**src/rtl/alu_flags_wb_if.sv**
```systemverilog
// ALU-to-write-back handshake bundle: the ALU result input side and the
// register-file write-back output side of the flags/write-back stage.
interface alu_flags_wb_if #(
   parameter int DATA_W = 8,
   parameter int DEST_W = 2
);
   logic [DATA_W-1:0] aluout;
   logic              carryout;
   logic              overout;
   logic              cmpo;
   logic [DEST_W-1:0] alu_dest;
   logic              alu_valid;
   logic              alu_ready;
   logic              wb_valid;
   logic              wb_ready;
   logic [DATA_W-1:0] wb_data;
   logic [DEST_W-1:0] wb_dest;

   modport slave (
      input  aluout, carryout, overout, cmpo, alu_dest, alu_valid, wb_ready,
      output alu_ready, wb_valid, wb_data, wb_dest
   );

   modport master (
      output aluout, carryout, overout, cmpo, alu_dest, alu_valid, wb_ready,
      input  alu_ready, wb_valid, wb_data, wb_dest
   );
endinterface

```
**src/rtl/alu_flags_wb.sv**
```systemverilog
// Post-ALU stage: captures results into a one-entry write-back buffer and keeps Z/N/C/O flags.
// Latency: flags and buffered result visible 1 cycle after accept; cond_true is combinational.
// Backpressure: alu_ready = ~wb_valid | wb_ready, so a draining buffer refills without a bubble.
module alu_flags_wb #(
   parameter int DATA_W = 8,
   parameter int DEST_W = 2
) (
   input  logic                clk,
   input  logic                rst,
   alu_flags_wb_if.slave       bus,
   output logic                carry_to_alu,
   output logic [3:0]          flags,
   input  logic                flags_load,
   input  logic [3:0]          flags_in,
   input  logic [3:0]          cond,
   output logic                cond_true
);

   typedef enum logic {EMPTY = 1'b0, FULL = 1'b1} state_t;

   state_t            state_q, state_d;
   logic [DATA_W-1:0] data_q;
   logic [DEST_W-1:0] dest_q;
   logic [3:0]        flags_q;
   logic              accept;
   logic              load;

   logic z_f, n_f, c_f, o_f;

   assign bus.alu_ready = (state_q == EMPTY) | bus.wb_ready;
   assign accept        = bus.alu_valid & bus.alu_ready;
   // Compare-only ops touch flags but never occupy the buffer.
   assign load          = accept & ~bus.cmpo;

   assign bus.wb_valid  = (state_q == FULL);
   assign bus.wb_data   = data_q;
   assign bus.wb_dest   = dest_q;

   always_comb begin
      state_d = state_q;
      case (state_q)
         EMPTY: if (load) state_d = FULL;
         FULL:  if (bus.wb_ready && !load) state_d = EMPTY;
         default: state_d = EMPTY;
      endcase
   end

   always_ff @(posedge clk) begin
      if (rst) begin
         state_q <= EMPTY;
         data_q  <= '0;
         dest_q  <= '0;
      end else begin
         state_q <= state_d;
         if (load) begin
            data_q <= bus.aluout;
            dest_q <= bus.alu_dest;
         end
      end
   end

   // Flag order is {O,C,N,Z}; an explicit restore beats a same-cycle result.
   always_ff @(posedge clk) begin
      if (rst) begin
         flags_q <= 4'b0000;
      end else if (flags_load) begin
         flags_q <= flags_in;
      end else if (accept) begin
         flags_q <= {bus.overout, bus.carryout, bus.aluout[DATA_W-1], (bus.aluout == '0)};
      end
   end

   assign flags        = flags_q;
   assign carry_to_alu = flags_q[2];

   assign z_f = flags_q[0];
   assign n_f = flags_q[1];
   assign c_f = flags_q[2];
   assign o_f = flags_q[3];

   always_comb begin
      cond_true = 1'b0;
      case (cond)
         4'd0:  cond_true = 1'b1;
         4'd1:  cond_true = z_f;
         4'd2:  cond_true = ~z_f;
         4'd3:  cond_true = c_f;
         4'd4:  cond_true = ~c_f;
         4'd5:  cond_true = n_f;
         4'd6:  cond_true = ~n_f;
         4'd7:  cond_true = o_f;
         4'd8:  cond_true = ~o_f;
         4'd9:  cond_true = c_f & ~z_f;
         4'd10: cond_true = n_f ^ o_f;
         4'd11: cond_true = ~(n_f ^ o_f);
         4'd12: cond_true = ~z_f & ~(n_f ^ o_f);
         4'd13: cond_true = z_f | (n_f ^ o_f);
         4'd14: cond_true = ~c_f | z_f;
         default: cond_true = 1'b0;
      endcase
   end

endmodule

```
**src/flat_wrapper.sv**
```systemverilog
// flat-port wrapper written by rule: the top's interface ports become plain ports
module alu_flags_wb_flat 
#(
   parameter int DATA_W = 8,
   parameter int DEST_W = 2
)
  (clk, rst, carry_to_alu, flags, flags_load, flags_in, cond, cond_true, bus_aluout, bus_carryout, bus_overout, bus_cmpo, bus_alu_dest, bus_alu_valid, bus_wb_ready, bus_alu_ready, bus_wb_valid, bus_wb_data, bus_wb_dest);
  alu_flags_wb_if #(.DATA_W(DATA_W), .DEST_W(DEST_W)) bus_i ();
  input  logic clk;
  input  logic rst;
  output logic carry_to_alu;
  output logic [3:0] flags;
  input  logic flags_load;
  input  logic [3:0] flags_in;
  input  logic [3:0] cond;
  output logic cond_true;
  input wire logic [$bits(bus_i.aluout)-1:0] bus_aluout;
  input wire logic [$bits(bus_i.carryout)-1:0] bus_carryout;
  input wire logic [$bits(bus_i.overout)-1:0] bus_overout;
  input wire logic [$bits(bus_i.cmpo)-1:0] bus_cmpo;
  input wire logic [$bits(bus_i.alu_dest)-1:0] bus_alu_dest;
  input wire logic [$bits(bus_i.alu_valid)-1:0] bus_alu_valid;
  input wire logic [$bits(bus_i.wb_ready)-1:0] bus_wb_ready;
  output wire logic [$bits(bus_i.alu_ready)-1:0] bus_alu_ready;
  output wire logic [$bits(bus_i.wb_valid)-1:0] bus_wb_valid;
  output wire logic [$bits(bus_i.wb_data)-1:0] bus_wb_data;
  output wire logic [$bits(bus_i.wb_dest)-1:0] bus_wb_dest;
  assign bus_i.aluout = bus_aluout;
  assign bus_i.carryout = bus_carryout;
  assign bus_i.overout = bus_overout;
  assign bus_i.cmpo = bus_cmpo;
  assign bus_i.alu_dest = bus_alu_dest;
  assign bus_i.alu_valid = bus_alu_valid;
  assign bus_i.wb_ready = bus_wb_ready;
  assign bus_alu_ready = bus_i.alu_ready;
  assign bus_wb_valid = bus_i.wb_valid;
  assign bus_wb_data = bus_i.wb_data;
  assign bus_wb_dest = bus_i.wb_dest;
  alu_flags_wb #(.DATA_W(DATA_W), .DEST_W(DEST_W)) u_core (.clk(clk), .rst(rst), .bus(bus_i), .carry_to_alu(carry_to_alu), .flags(flags), .flags_load(flags_load), .flags_in(flags_in), .cond(cond), .cond_true(cond_true));
endmodule
```
**config.mk**
```make
export PLATFORM = sky130hd
export DESIGN_NAME = alu_flags_wb_flat
export DESIGN_NICKNAME = d
export VERILOG_FILES = /design/src/rtl/alu_flags_wb_if.sv /design/src/rtl/alu_flags_wb.sv /design/src/flat_wrapper.sv
export SDC_FILE = /design/constraint.sdc
export NUM_CORES = 1
export LEC_CHECK = 0
export CAP_MARGIN = 20
export CORE_MARGIN = 5
export CORE_UTILIZATION = 55
export DETAILED_ROUTE_END_ITERATION = 12
export DONT_BUFFER_PORTS = 1
export PLACE_DENSITY_LB_ADDON = 0.2
export SETUP_SLACK_MARGIN = 0.1
export SLEW_MARGIN = 20
export SYNTH_ARGS = -nofsm -noshare
export SYNTH_HDL_FRONTEND = slang
export SYNTH_SLANG_ARGS = --single-unit
export TNS_END_PERCENT = 50
```
**constraint.sdc**
```tcl
create_clock -name clk -period 1.97 [get_ports clk]
set_input_delay 0.197 -clock clk [delete_from_list [all_inputs] [get_ports clk]]
set_output_delay 0.197 -clock clk [all_outputs]
set_load 0.01 [all_outputs]
```
==> results of run 1 <==
report_power, final:
group / internal, W / leakage (nW) / total [W] / switching, W
registers: 0.000320 / 0.124 / 0.000347 / 0.0000270
clock network: 0.0000785 / 0.0150 / 0.000168 / 0.0000891
logic: 0.0000457 / 0.159 / 0.0000946 / 0.0000489
flip-flops by register name (all words and copies together) (netlist names):
register	count
u_core.bus.wb_data	8
u_core.flags	4
u_core.bus.wb_dest	2
u_core.bus.wb_valid	1
cell usage after synthesis, types with 2 or more instances:
cell / number / area share [%]
nor2_1: 6 / 2.7
buf_2: 4 / 2.4
o21ai_0: 12 / 7.1
a21oi_1: 10 / 5.9
nor4_1: 2 / 1.5
dfxtp_1: 15 / 36
nand4b_1: 2 / 2.1
xnor2_1: 3 / 3.1
nand3_1: 3 / 1.8
a311oi_1: 4 / 4.2
inv_1: 4 / 1.8
clkbuf_1: 2 / 0.89
nand2_1: 17 / 7.6
critical path: cells and delay by family, from the launching register on:
| kind | cells | cell delay [ps] |
|---|---|---|
| flip-flops | 1 | 560 |
| multiplexers | 1 | 130 |
| AO/OA/AOI/OAI | 3 | 600 |
routing by layer:
layer,GRT usage [%],wire length (µm)
met1,21.3,897
met2,26.2,924
met3,8.87,182
met4,3.14,9
met5,0,0
cells by family after synthesis:
kind of cell           after synthesis  share of synthesized area (%)
flip-flops                          15                           35.6
AND/OR/NAND/NOR                     37                           22.4
multiplexers                         2                           2.97
AO/OA/AOI/OAI                       36                           28.0
XOR/XNOR                             3                           3.12
buffers and inverters               13                           7.86
timing repair:
item	CTS	global route
gates resized for setup	0	3
endpoints found under the setup margin	0	1
endpoints found under the hold margin	15	0
hold buffers	1	0
layout make-up:
type	count	area (µm²)
clock buffer	4	26.3
sequential	15	305
timing repair buffer	3	25.0
tap	16	20.0
fill	155	603
inverter	4	15.0
multi-input combinational	78	477
per-stage QoR:
| step | worst slack (ps) | cell area, µm² | total power, W |
|---|---|---|---|
| after global placement | 461 | 827 | 0.000441 |
| after floorplan | 469 | 843 | 0.000440 |
| after global routing | 121 | 868 | 0.000649 |
| final | 216 | 868 | 0.000609 |
| after CTS | 125 | 863 | 0.000617 |
| after detailed placement | 423 | 827 | 0.000443 |
final timing paths:
check,endpoint,slack (ps)
worst max-delay path,cond_true,220
worst max register to register,u_core.flags[0]$_SDFFE_PP0P_,390
worst min-delay path,u_core.bus.wb_data[0]$_SDFFE_PP0P_,50
worst min register to register,u_core.bus.wb_data[3]$_SDFFE_PP0P_,530
==> results.sh, run 1 <==
export IMPL_clk_pin_slew_ps=80
export IMPL_initial_core_util_pct=57.3
export IMPL_worst_path_max_fanout=7
export IMPL_setup_violations=0
export IMPL_viasPerCell=6.39
export IMPL_vias=767
export IMPL_grt_pass1_vias=742
export IMPL_synth_ff_type="dfxtp_1"
export IMPL_synth_area_um2=843
export IMPL_grt_pass1_wl_um=3390
export IMPL_ios=44
export IMPL_syn_nets=132
export IMPL_finalWirelength_um=2010
export IMPL_yosysWarnings=0
export IMPL_cts_tree="built"
export IMPL_numCtsBuffers=3
export IMPL_synth_edf_count=0
export IMPL_tightest_slew_ps=520
export IMPL_dp_cells=115
export IMPL_cap_violations=0
export IMPL_hold_class="in2reg"
export IMPL_insertion_delay_ps=270
export IMPL_hold_start="bus_aluout[0]"
export IMPL_rr_worst_depth=5
export IMPL_die_area_um2=2420
export IMPL_grt_util_all_layers_pct=17.1
export IMPL_p_per_area_nw_per_um2=702
export IMPL_hold_slack_ps=49.9
export IMPL_grt_max_degree=16
export IMPL_core_area_um2=1470
export IMPL_slew_headroom_pct=65.2
export IMPL_cts_buffer_depth=2
export IMPL_rsz0062_at_grt="false"
export IMPL_post_route_util_pct=59.0
export IMPL_rows=14
export IMPL_syn2layout_area_growth_pct=2.97
export IMPL_dr_pass1_iters=4
export IMPL_synth_avg_cell_area_um2=7.96
export IMPL_arrival_ps=1560
export IMPL_drive_gt1_share_pct=12.5
export IMPL_drc=0
export IMPL_crit_required_ps=1770
export IMPL_ys_types=35
export IMPL_ys_seq_area_share_pct=35.6
export IMPL_antenna_cells=0
export IMPL_synthArstFlopShare_pct=0
export IMPL_mostFrequentLayoutCell="nand2_1"
export IMPL_p_leak_nw=0.298
export IMPL_start_kind="flip-flop"
export IMPL_crit_chain="mux2i_1 -> a221o_1 -> o211ai_2 -> o221ai_2"
export IMPL_crit_start="u_core.flags[2]$_SDFFE_PP0P_"
export IMPL_drt_first_iter_violations=8
export IMPL_skew_ps=1.27
export IMPL_finalMaxSlewViolations=0
export IMPL_gp_congestion=0.703
export IMPL_final_nets=131
export IMPL_die_h_um=49.2
export IMPL_instances_no_fill=120
export IMPL_hold_depth=2
export IMPL_slowest_stage="dfxtp_1"
export IMPL_ant_nets=0
export IMPL_worstSetupPathType="reg2out"
export IMPL_peakVddDrop_mv=0.400
export IMPL_portBuffers=0
export IMPL_root_buffer="clkbuf_4"
export IMPL_finalCritPeriodShare_pct=89.0
export IMPL_end_kind="output pin"
export IMPL_slowest_delay_ps=560
export IMPL_timing_fmax_mhz=570
export IMPL_die_w_um=49.2
export IMPL_r2r_start="u_core.bus.wb_valid$_SDFF_PP0_"
export IMPL_ys_seq_elements=15
export IMPL_syn_inst=106
export IMPL_antenna_found_initial=0
export IMPL_hold_viol_final=0
export IMPL_final_cell_mix="nand2_1 (17), dfxtp_1 (13), o21ai_0 (12), a21oi_1 (10), nor2_1 (6)"
export IMPL_period_minus_slack_ps=1750
export IMPL_cts_sinks=15
export IMPL_grt_overflow=0
export IMPL_dp_hpwl_um=1520
export IMPL_cts_setup_buffers=0
export IMPL_wl_per_cell_um=16.8
export IMPL_tns_ps=0
export IMPL_status="finished, final reports clean"
export IMPL_cts_htree_levels=1
Note: power is estimated with default switching activity, not from simulation.
==> run 2: changes to the inputs <==
--- a/config.mk
+++ b/config.mk
@@ -10,7 +10,7 @@
 export CORE_UTILIZATION = 55
 export DETAILED_ROUTE_END_ITERATION = 12
 export DONT_BUFFER_PORTS = 1
-export PLACE_DENSITY_LB_ADDON = 0.2
+export PLACE_DENSITY_LB_ADDON = 0.1
 export SETUP_SLACK_MARGIN = 0.1
 export SLEW_MARGIN = 20
 export SYNTH_ARGS = -nofsm -noshare
==> run 2 against run 1 <==
Non-clock buffer count unchanged. Fmax about the same. Utilization decreased by 0.085 points. Combinational power decreased by 2%. Critical path type unchanged. Largest cell class unchanged. Highest routed layer unchanged.
==> results.sh, run 2 (same netlist as run 1, synthesis figures left out) <==
export IMPL_numCtsBuffers=3
export IMPL_skew_ps=6.33
export IMPL_end_kind="output pin"
export IMPL_critPathCapture="cond_true"
export IMPL_cts_buffer_depth=2
export IMPL_p_int_w=0.000445
export IMPL_largest_reg_flops=8
export IMPL_fillers=150
export IMPL_cts_sinks=15
export IMPL_p_per_area_nw_per_um2=715
export IMPL_reg2reg_to="u_core.flags[1]$_SDFFE_PP0P_"
export IMPL_grt_max_degree=16
export IMPL_hold_class="in2reg"
export IMPL_seqPwrFrac_pct=56.3
export IMPL_tns_ps=0
export IMPL_arrival_ps=1560
export IMPL_cts_tree="built"
export IMPL_power_switching_share_pct=28.1
export IMPL_drive_gt1_share_pct=13.5
export IMPL_die_area_um2=2420
export IMPL_start_kind="flip-flop"
export IMPL_final_nets=131
export IMPL_ant_nets=0
export IMPL_ios=44
export IMPL_clk_pin_slew_ps=90
export IMPL_timing_fmax_mhz=570
export IMPL_grt_pass1_vias=781
export IMPL_finalMaxSlewViolations=0
export IMPL_wl_per_cell_um=17.1
export IMPL_finalCritPeriodShare_pct=89.1
export IMPL_drt_first_iter_violations=6
export IMPL_pwr_share_clk_pct=28.7
export IMPL_dp_hpwl_um=1570
export IMPL_combPwrFrac_pct=15.0
export IMPL_vias=769
export IMPL_hold_viol_final=0
export IMPL_syn2layout_area_growth_pct=2.82
export IMPL_dpl_cell_area_um2=827
export IMPL_root_buffer="clkbuf_4"
export IMPL_p_switching_w=0.000174
export IMPL_finalWirelength_um=2050
export IMPL_grt_util_all_layers_pct=17.5
export IMPL_antenna_found_initial=0
export IMPL_slew_headroom_pct=63.5
export IMPL_multi_input_area_um2=477
export IMPL_drc=0
export IMPL_r2r_start="u_core.bus.wb_valid$_SDFF_PP0_"
export IMPL_reg2reg_slack_ps=390
export IMPL_worst_path_max_fanout=8
export IMPL_rr_worst_depth=5
export IMPL_viasPerCell=6.41
export IMPL_rsz0062_at_grt="false"
export IMPL_dr_pass1_iters=4
export IMPL_grt_overflow=0
export IMPL_period_minus_slack_ps=1750
export IMPL_core_area_um2=1470
export IMPL_peakVddDrop_mv=0.463
export IMPL_status="finished, final reports clean"
export IMPL_die_h_um=49.2
export IMPL_die_w_um=49.2
export IMPL_cap_violations=0
export IMPL_seqCellArea_um2=304
export IMPL_initial_core_util_pct=57.3
export IMPL_gp_congestion=0.765
export IMPL_setup_violations=0
export IMPL_grt_pass1_wl_um=3370
export IMPL_mostFrequentLayoutCell="nand2_1"
export IMPL_crit_required_ps=1770
export IMPL_crit_start="u_core.flags[1]$_SDFFE_PP0P_"
export IMPL_insertion_delay_ps=290
export IMPL_antenna_cells=0
export IMPL_portBuffers=0
export IMPL_p_leak_nw=0.298
export IMPL_worstSetupPathType="reg2out"
export IMPL_cts_setup_buffers=0
export IMPL_final_cell_mix="nand2_1 (17), o21ai_0 (12), dfxtp_1 (12), a21oi_1 (10), nor2_1 (6)"
export IMPL_rows=14
export IMPL_stdcell_area_um2=867
export IMPL_tightest_slew_ps=546
export IMPL_cts_htree_levels=1
-- run 2: cell type report --
cell class                 count  area share (%)
timing repair buffer           3            2.89
tap                           16            2.31
sequential                    15            35.1
inverter                       4            1.73
multi-input combinational     78            55.0
clock buffer                   4            3.03
-- run 2: how the worst min path moves through the flow --
stage / startpoint / end / depth (start not counted)
2_1_floorplan: rst / u_core.bus.wb_dest[1]$_SDFFE_PP0P_ / 1
3_3_place_gp: rst / u_core.bus.wb_data[7]$_SDFFE_PP0P_ / 1
3_5_place_dp: rst / u_core.bus.wb_data[7]$_SDFFE_PP0P_ / 1
4_1_cts: bus_aluout[3] / u_core.bus.wb_data[3]$_SDFFE_PP0P_ / 2
5_1_grt: bus_alu_dest[1] / u_core.bus.wb_dest[1]$_SDFFE_PP0P_ / 2
6_report: bus_alu_dest[1] / u_core.bus.wb_dest[1]$_SDFFE_PP0P_ / 2
-- run 2: what timing repair did --
| action | CTS | global route |
|---|---|---|
| resized for setup | 0 | 3 |
| hold buffers | 1 | 0 |
| endpoints found under the hold margin | 15 | 0 |
| setup endpoints to repair | 0 | 1 |
-- run 2: layer usage --
| layer | track usage [%] | wire length (µm) | up-vias |
|---|---|---|---|
| met4 | 9.87 | 63 | 0 |
| met3 | 5.81 | 165 | 7 |
| li1 | - | - | 378 |
| met2 | 32.2 | 1050 | 28 |
| met1 | 16.4 | 769 | 356 |
| met5 | 0 | 0 | - |
-- run 2: through the flow --
| step | hold slack [ps] | util (%) | total power [W] | worst slack (ps) | cells |
|---|---|---|---|---|---|
| global placement | 268 | 56.2 | 0.000440 | 445 | 115 |
| finish | 32.2 | 58.9 | 0.000620 | 216 | 120 |
| CTS | 36.8 | 58.7 | 0.000619 | 112 | 120 |
| detailed placement | 271 | 56.2 | 0.000443 | 404 | 115 |
| global route | 32.1 | 58.9 | 0.000655 | 150 | 120 |
| floorplan | 266 | - | 0.000440 | 469 | 106 |
-- run 2: power groups by stage --
stage	registers (W)	logic [W]	clock network (W)
2_1_floorplan	0.000345	0.0000948	0
3_3_place_gp	0.000355	0.0000857	0
3_5_place_dp	0.000355	0.0000876	0
4_1_cts	0.000348	0.0000935	0.000177
5_1_grt	0.000353	0.000105	0.000198
6_report	0.000349	0.0000928	0.000178
-- run 2: worst max-delay path: stages, from the launching register on --
cell,delay [ps]
dfxtp_2,430
mux2_4,320
a221o_1,300
o211ai_2,80
o221ai_2,140
==> run 3: changes to the inputs <==
--- a/config.mk
+++ b/config.mk
@@ -6,8 +6,10 @@
 export NUM_CORES = 1
 export LEC_CHECK = 0
 export CAP_MARGIN = 20
+export CELL_PAD_IN_SITES_DETAIL_PLACEMENT = 0
+export CELL_PAD_IN_SITES_GLOBAL_PLACEMENT = 1
 export CORE_MARGIN = 5
-export CORE_UTILIZATION = 55
+export CORE_UTILIZATION = 44
 export DETAILED_ROUTE_END_ITERATION = 12
 export DONT_BUFFER_PORTS = 1
 export PLACE_DENSITY_LB_ADDON = 0.1
==> run 3 against run 2 <==
Global-route usage fell by 3.0 points. Via count down 5.6%. Routed wire length shrank 4.0%. Combinational power fell by 1%. Die area rose by 20%. Utilization shrank 9.7 points. Sequential cell count is the same. First-iteration DRC count up 130%. Critical endpoint unchanged. Sequential power is essentially flat.
==> results.sh, run 3 (same netlist as run 1, synthesis figures left out) <==
export IMPL_stdcell_area_um2=878
export IMPL_ant_nets=0
export IMPL_arrival_ps=1540
export IMPL_grt_util_all_layers_pct=14.5
export IMPL_p_leak_nw=0.298
export IMPL_worst_path_max_fanout=9
export IMPL_critPathCapture="cond_true"
export IMPL_finalCritPeriodShare_pct=88.2
export IMPL_numCtsBuffers=3
export IMPL_post_route_util_pct=49.3
export IMPL_reg2reg_to="u_core.flags[3]$_SDFFE_PP0P_"
export IMPL_hold_class="in2reg"
export IMPL_seqCellArea_um2=304
export IMPL_drive_gt1_share_pct=13.5
export IMPL_cts_buffer_depth=2
export IMPL_final_cell_mix="nand2_1 (17), o21ai_0 (12), dfxtp_1 (12), a21oi_1 (10), nor2_1 (6)"
export IMPL_syn2layout_area_growth_pct=4.15
export IMPL_peakVddDrop_mv=0.447
export IMPL_pre_cts_ws_ps=417
export IMPL_rsz0062_at_grt="false"
export IMPL_root_buffer="clkbuf_4"
export IMPL_wl_per_cell_um=15.3
export IMPL_antenna_found_initial=0
export IMPL_cts_tree="built"
export IMPL_start_kind="flip-flop"
export IMPL_insertion_delay_ps=280
export IMPL_rr_worst_depth=5
export IMPL_portBuffers=0
export IMPL_die_area_um2=2890
export IMPL_grt_overflow=0
export IMPL_core_area_um2=1780
export IMPL_viasPerCell=5.63
export IMPL_worstSetupPathType="reg2out"
export IMPL_finalWirelength_um=1970
export IMPL_finalMaxSlewViolations=0
export IMPL_setup_violations=0
export IMPL_grt_pass1_vias=706
export IMPL_hold_viol_final=0
export IMPL_dp_hpwl_um=1530
export IMPL_reg2reg_slack_ps=440
export IMPL_p_int_w=0.000445
export IMPL_multi_input_area_um2=477
export IMPL_drt_first_iter_violations=14
export IMPL_crit_start="u_core.flags[1]$_SDFFE_PP0P_"
export IMPL_seqPwrFrac_pct=57.0
export IMPL_cap_violations=0
export IMPL_tns_ps=0
export IMPL_fillers=193
export IMPL_grt_pass1_wl_um=3150
export IMPL_end_kind="output pin"
export IMPL_grt_max_degree=16
export IMPL_pwr_share_clk_pct=28.0
export IMPL_vias=726
export IMPL_drc=0
export IMPL_timing_fmax_mhz=575
export IMPL_initial_core_util_pct=47.3
export IMPL_antenna_cells=0
export IMPL_tightest_slew_ps=548
export IMPL_final_nets=131
export IMPL_slew_headroom_pct=63.3
export IMPL_crit_required_ps=1770
export IMPL_mostFrequentLayoutCell="nand2_1"
export IMPL_p_per_area_nw_per_um2=697
export IMPL_die_h_um=53.8
export IMPL_r2r_start="u_core.bus.wb_valid$_SDFF_PP0_"
export IMPL_dr_pass1_iters=4
export IMPL_cts_htree_levels=1
export IMPL_die_w_um=53.8
export IMPL_largest_reg_flops=8
export IMPL_ios=44
export IMPL_dpl_cell_area_um2=838
export IMPL_status="finished, final reports clean"
export IMPL_p_switching_w=0.000167
export IMPL_hold_start="bus_aluout[3]"
export IMPL_power_switching_share_pct=27.2
export IMPL_fin_ws_ps=232
export IMPL_rows=15
export IMPL_clk_pin_slew_ps=90
export IMPL_combPwrFrac_pct=15.0
export IMPL_skew_ps=5.67
export IMPL_period_minus_slack_ps=1740
export IMPL_gp_congestion=0.756
export IMPL_p_total_w=0.000612
export IMPL_cts_sinks=15
## run 3: cell counts in the layout (fill, tap and decap cells not counted)
Identical to the previous run, type by type.
## run 3: power groups by stage
stage	clock (W)	sequential, W	combinational, W
6_report	0.000171	0.000349	0.0000919
5_1_grt	0.000196	0.000353	0.000105
4_1_cts	0.000177	0.000348	0.0000937
3_5_place_dp	0	0.000355	0.0000874
3_3_place_gp	0	0.000355	0.0000863
2_1_floorplan	0	0.000345	0.0000948
## run 3: worst min path at each step
stage / end / slack, ps / cells after the start
2_1_floorplan: u_core.bus.wb_dest[1]$_SDFFE_PP0P_ / 270 / 1
3_3_place_gp: u_core.bus.wb_dest[1]$_SDFFE_PP0P_ / 270 / 1
3_5_place_dp: u_core.bus.wb_data[0]$_SDFFE_PP0P_ / 270 / 1
4_1_cts: u_core.bus.wb_data[3]$_SDFFE_PP0P_ / 40 / 2
5_1_grt: u_core.bus.wb_data[1]$_SDFFE_PP0P_ / 30 / 2
6_report: u_core.bus.wb_data[3]$_SDFFE_PP0P_ / 40 / 2
## run 3: stage by stage
step | cells | hold slack [ps]
after floorplan | 106 | 266
after global placement | 124 | 268
after detailed placement | 124 | 269
after CTS | 129 | 38.2
after global routing | 129 | 29.6
final | 129 | 43.1
## run 3: layout make-up
| type | count | share of cell area, % |
|---|---|---|
| clock buffers | 4 | 2.99 |
| inverters | 4 | 1.71 |
| multi-input cells | 78 | 54.3 |
| flip-flops and latches | 15 | 34.6 |
| well taps | 25 | 3.56 |
| repair buffers | 3 | 2.85 |
## run 3: metal layers
| layer | track usage [%] | vias to the layer above | wire length (µm) |
|---|---|---|---|
| li1 | - | 381 | - |
| met1 | 17.3 | 320 | 818 |
| met2 | 24.2 | 23 | 939 |
| met3 | 5.54 | 2 | 200 |
| met4 | 3.83 | 0 | 12 |
| met5 | 0 | - | 0 |
## run 3: worst max-delay path: stages, from the launching register on
cell and delay [ps]:
dfxtp_2 430, mux2_4 320, a221o_1 300, o211ai_2 80, o221ai_2 140
## run 3: what timing repair did
item	4_1_cts	5_1_grt
buffers inserted	0	0
gates resized for setup	0	3
hold buffers	1	0
endpoints found under the hold margin	15	0
setup endpoints to repair	0	1
